`src/rtl/puf_uart_ctrl.sv`:
```
// PUF command controller behind a byte UART.
// 0xC5 + challenge bytes -> one PUF evaluation -> response bytes; anything else -> 0xEE.
module puf_uart_ctrl #(
  parameter int CHALLENGE_BYTES = 4,
  parameter int RESPONSE_BYTES  = 4,
  parameter int TIMEOUT_CYCLES  = 50_000_000
) (
  input  logic                         clk,
  input  logic                         resetn,
  input  logic [7:0]                   rx_data,
  input  logic                         rx_valid,
  output logic                         rx_enable,
  output logic [7:0]                   tx_data,
  output logic                         tx_enable,
  input  logic                         tx_busy,
  output logic [8*CHALLENGE_BYTES-1:0] challenge,
  output logic                         puf_start,
  input  logic                         puf_done,
  input  logic [8*RESPONSE_BYTES-1:0]  puf_response,
  output logic                         busy
);

  localparam int CW = 8*CHALLENGE_BYTES;
  localparam int RW = 8*RESPONSE_BYTES;
  localparam int TW = $clog2(TIMEOUT_CYCLES);
  localparam logic [TW-1:0] TO_LAST = TW'(TIMEOUT_CYCLES-1);
  localparam logic [4:0] CB_LAST = 5'(CHALLENGE_BYTES-1);
  localparam logic [4:0] RB_NUM  = 5'(RESPONSE_BYTES);
  localparam logic [RW-1:0] ERR_Q = RW'(8'hEE) << (RW-8);

  typedef enum logic [2:0] {
    IDLE, RX_CHAL, PUF_RUN, TX_LOAD, TX_WAIT
  } state_t;

  state_t          state_q, state_d;
  logic [CW-1:0]   chal_q, chal_d;
  logic [RW-1:0]   txq_q, txq_d;
  logic [4:0]      bcnt_q, bcnt_d;
  logic [4:0]      qcnt_q, qcnt_d;
  logic [TW-1:0]   tcnt_q, tcnt_d;
  logic            first_q, first_d;
  logic            start_q, start_d;
  logic [CW+7:0]   chal_sh;
  logic [TW-1:0]   tcnt_inc;
  logic            tmo;

  assign chal_sh  = {chal_q, rx_data};
  assign tmo      = (tcnt_q == TO_LAST);
  assign tcnt_inc = tmo ? tcnt_q : tcnt_q + TW'(1);

  always_ff @(posedge clk or negedge resetn) begin
    if (!resetn) begin
      state_q <= IDLE;
      chal_q  <= '0;
      txq_q   <= '0;
      bcnt_q  <= '0;
      qcnt_q  <= '0;
      tcnt_q  <= '0;
      first_q <= 1'b0;
      start_q <= 1'b0;
    end else begin
      state_q <= state_d;
      chal_q  <= chal_d;
      txq_q   <= txq_d;
      bcnt_q  <= bcnt_d;
      qcnt_q  <= qcnt_d;
      tcnt_q  <= tcnt_d;
      first_q <= first_d;
      start_q <= start_d;
    end
  end

  always_comb begin
    state_d = state_q;
    chal_d  = chal_q;
    txq_d   = txq_q;
    bcnt_d  = bcnt_q;
    qcnt_d  = qcnt_q;
    tcnt_d  = tcnt_q;
    first_d = 1'b0;
    start_d = 1'b0;
    unique case (state_q)
      IDLE: begin
        if (rx_valid) begin
          if (rx_data == 8'hC5) begin
            bcnt_d  = '0;
            tcnt_d  = '0;
            state_d = RX_CHAL;
          end else begin
            txq_d   = ERR_Q;
            qcnt_d  = 5'd1;
            state_d = TX_LOAD;
          end
        end
      end
      RX_CHAL: begin
        if (rx_valid) begin
          chal_d = chal_sh[CW-1:0];
          bcnt_d = bcnt_q + 5'd1;
          tcnt_d = '0;
          if (bcnt_q == CB_LAST) begin
            start_d = 1'b1;
            state_d = PUF_RUN;
          end
        end else if (tmo) begin
          state_d = IDLE;
        end else begin
          tcnt_d = tcnt_inc;
        end
      end
      PUF_RUN: begin
        // a response arriving in the expiry cycle beats the timeout
        if (puf_done) begin
          txq_d   = puf_response;
          qcnt_d  = RB_NUM;
          state_d = TX_LOAD;
        end else if (tmo) begin
          txq_d   = ERR_Q;
          qcnt_d  = 5'd1;
          state_d = TX_LOAD;
        end else begin
          tcnt_d = tcnt_inc;
        end
      end
      TX_LOAD: begin
        if (!tx_busy) begin
          first_d = 1'b1;
          state_d = TX_WAIT;
        end
      end
      TX_WAIT: begin
        // tx_busy may lag the send request by a cycle
        if (!first_q && !tx_busy) begin
          txq_d   = txq_q << 8;
          qcnt_d  = qcnt_q - 5'd1;
          state_d = (qcnt_q == 5'd1) ? IDLE : TX_LOAD;
        end
      end
      default: state_d = IDLE;
    endcase
  end

  assign tx_data   = txq_q[RW-1 -: 8];
  assign tx_enable = (state_q == TX_LOAD) && !tx_busy;
  assign puf_start = start_q;
  assign challenge = chal_q;
  assign busy      = (state_q != IDLE);
  assign rx_enable = (state_q == IDLE) || (state_q == RX_CHAL);

endmodule
```
`config.mk`:
```
export PLATFORM = sky130hd
export DESIGN_NAME = puf_uart_ctrl
export DESIGN_NICKNAME = d
export VERILOG_FILES = /design/src/rtl/puf_uart_ctrl.sv
export SDC_FILE = /design/constraint.sdc
export NUM_CORES = 1
export LEC_CHECK = 0
export ABC_AREA = 1
export CORE_UTILIZATION = 49
export DETAILED_ROUTE_END_ITERATION = 6
export PLACE_DENSITY = 0.77
export SYNTH_ARGS = -nofsm -noshare
export SYNTH_HDL_FRONTEND = slang
export SYNTH_SLANG_ARGS = --single-unit
export TNS_END_PERCENT = 100
```
`constraint.sdc`:
```
create_clock -name clk -period 1.75 [get_ports clk]
set_input_delay 0.2625 -clock clk [delete_from_list [all_inputs] [get_ports clk]]
set_output_delay 0.2625 -clock clk [all_outputs]
set_load 0.05 [all_outputs]
```
==> impl_results.md <==
- Most frequent cell after synthesis: nand2_1
- Cells after Synth: approximately 700
- Setup TNS Final: -3.396 ns
- Die Ht: 107.6 um
- Setup WS post-layout: -0.1223 ns
- HPWL after DPL: a little under 10 mm
- Setup violations, final: 64
- Crit. End Element: flop
- Clock transition at the registers of the reported paths: about 0.11 ns
- CTS sink count: between 100 and 150
- Crit path required time: a little over 2 ns
- Post-layout min period: 1.872 ns
- Post-layout net count: just over 900
- Seq cells post-synth: roughly 110
- Crit path max fanout: 7
- Logic pwr share: a little under two thirds
- Max_slew headroom: between 60 and 70%
- Startpoint Class: flop
- Status: complete, but fails checks
- Max incr delay on CP: roughly 0.38 ns
- Fmax: 534.1 MHz
- Antenna-violating nets left: 0
- Worst-Margin Slew: 0.5697 ns
- Starting density of the core: 50.44%
- Clock tree root driver cell: clkbuf_8
- Rows: 38
- CP Cell Sequence: ha_2 -> nand2_4 -> nor2_4 -> nand2_2 -> nor2_4 -> nand2_2 -> nand2_2 -> nand2_4 -> buf_6 -> inv_6 -> nand2_8 -> clkbuf_16 -> nand2_4 -> nand2_1
- RSZ-0062 raised after global routing: yes
- # IOs: between 80 and 90
- Synthesized area: 5468 um2
- P per Cell Area: 1905 nW/um2
- Clock Skews: approximately 0.006 ns
- Number of port buffers: slightly below 90
- Syn Area/Cell: ~7.9 um2
- Largest net degree at the start of global routing: 106
- Leakage: approximately 4 nW
- TritonCTS clock tree: yes
- Sw Share: 48.97%
- Layout cell share with drive strength beyond 1: about a third
- First-pass GRT wire length: ~25 mm
- Post-placement cell area: about 6800 um2
- Final instance area: between 8000 and 9000 um2
- Detailed Route WL: 17.37 mm
- Initial antenna violation count: 0
- Part of the cycle the worst path needs: 107.0%
- Dominant synthesized flop cell: dfrtp_1
- Ys Warns: 0
- Async set-reset flop share out of synthesis: 100.0%
- Slew Viols, Final: 0
- Flop pwr share: between 20% and 30%
- Avg Vias per Cell: between 5 and 6
- Die area: about 12000 um2
- Die width: ~110 um
- Worst hold slack: roughly 0.43 ns
- Final hold violation count: 0
- Min-delay worst type: input port to flop
- Max IR drop VDD: between 0.001 and 0.0015 V
- Wire per inst: between 15 and 20 um
- P_int: approximately 7.9 mW
- Max cap viols: 0
- 1st-iter DRT viols: between 300 and 400
- DRC violations left: 0
- Ranking of synthesized cells by area: dfrtp_1, nand2_1, nor2_1
- Synth unique cells: 36
- Synth top area share: approximately half
- Syn_nets: roughly 740
- Synth area leader: dfrtp_1
- Net Sw Power: between 7 and 8 mW
- Remaining global-route overflow: 0
- Failing checks: negative setup slack
- Post-synth EDFFs: 0
- H-Tree Depth: 3
- Crit Path Class: flop to flop
- Power after layout: about 15 mW
- CP max stage cell: dfrtp_1
- Synth top cells by count: nand2_1, dfrtp_1, nor2_1
- Core ar.: ~11000 um2
- Vias in the first global route: 5248
- Clk Latency, worst-skew pair: around 0.38 ns
- CTS buffer count: 9
- Routability cong.: ~0.91
- # diodes: 0
- Clock Power Share: approximately a tenth
- DR vias: around 5.6k
- GRT Total Usage: a little over a quarter
- Layout area overhead: 48.12%
- First-pass detailed-route iteration total: 5
- Clk buf depth: 2
- WP data arrival: roughly 2.2 ns
- Seq/Total Area, Yosys: between 40% and 50%
[area by class of cell]
type	count	area (um2)
Sequential cell	105	2629
Clock inverter	6	72.57
Inverter	67	262.8
Tap cell	140	175.2
Clock buffer	10	137.6
Multi-Input combinational cell	498	2934
Timing Repair Buffer	200	1888
Fill cell	727	2741
[worst paths after layout]
| kind | start | end | slack (ns) | cells past startpoint |
|---|---|---|---|---|
| max | tcnt_q[1] | txq_q[21] | -0.12 | 14 |
| min | puf_response[6] | txq_q[6] | 0.43 | 3 |
| max reg2reg | tcnt_q[1] | txq_q[21] | -0.12 | 14 |
| min reg2reg | txq_q[8] | txq_q[8] | 0.50 | 2 |
| max in group asynchronous | resetn | state_q[2] | 0.81 | 3 |
| min in group asynchronous | resetn | tcnt_q[11] | 0.49 | 3 |
[state kept, by name, indices dropped and copies added, names as in the netlist]
signal     flops
bcnt_q         5
first_q        1
txq_q         32
qcnt_q         5
puf_start      1
tcnt_q        26
state_q        3
challenge     32
[cells in the final DEF, fill, tap and decap left out, types with 7 or more instances in the layout]
cell	n
nand3_1	34
nor2_4	13
clkdlybuf4s50_1	43
nand2_4	26
mux2_2	14
buf_6	12
a21oi_1	13
o21ai_2	9
nand2_1	178
buf_12	11
o21ai_1	7
buf_4	127
nand2_2	37
clkbuf_8	10
inv_1	57
dfrtp_1	104
o21ai_0	28
a22o_1	11
nor2_1	66
nand4_1	15
[metrics by stage]
| step | std cells | setup slack [ns] | utilization (%) |
|---|---|---|---|
| after floorplan | 695 | 0.02686 | - |
| after global placement | 963 | -0.3315 | 63.07 |
| after detailed placement | 963 | -0.4107 | 63.07 |
| after CTS | 1000 | -0.09154 | 68.72 |
| after global routing | 1026 | -0.2150 | 74.71 |
| final | 1026 | -0.1223 | 74.71 |
[critical path: cells and delay by family (launching register included)]
family / cells / cell delay [ns]
buffers and inverters: 3 / 0.38
and+or+nand+nor: 10 / 0.80
adders and majority gates: 1 / 0.22
DFF: 1 / 0.38
[kinds of logic after synthesis]
| logic type | count (synthesis) | share of synthesized area (%) |
|---|---|---|
| buffers and inverters | 96 | 8.192 |
| xor gates and xnor gates | 6 | 0.9611 |
| and+or+nand+nor | 394 | 31.03 |
| adders and majority gates | 4 | 0.9154 |
| muxes | 14 | 2.883 |
| AOI/OAI and AO/OA | 76 | 7.964 |
| DFF | 105 | 48.05 |
[power by group through the flow]
stage	clock, mW	combinational, mW	sequential [mW]
floorplan	0	3.48	5.00
CTS	1.64	7.97	3.85
detailed placement	0	6.78	3.85
global route	1.76	10.3	4.05
finish	1.64	9.82	3.97
global placement	0	6.60	3.81
[routing by layer]
layer	up-vias	global-route usage, %	wire (um)
met3	76	3.450	949
met2	254	48.99	8958
met5	-	0	0
met4	0	12.72	839
met1	2670	32.87	6621
li1	2595	-	-
[repair_timing]
item / CTS / global route
buffers inserted: 18 / 20
setup endpoints to repair: 54 / 70
resized for setup: 63 / 103
pin swaps: 16 / 26
cloned: 3 / 6
hold buffers: 1 / 0
endpoints found under the hold margin: 105 / 0
Power figures use the tool's default switching activity.
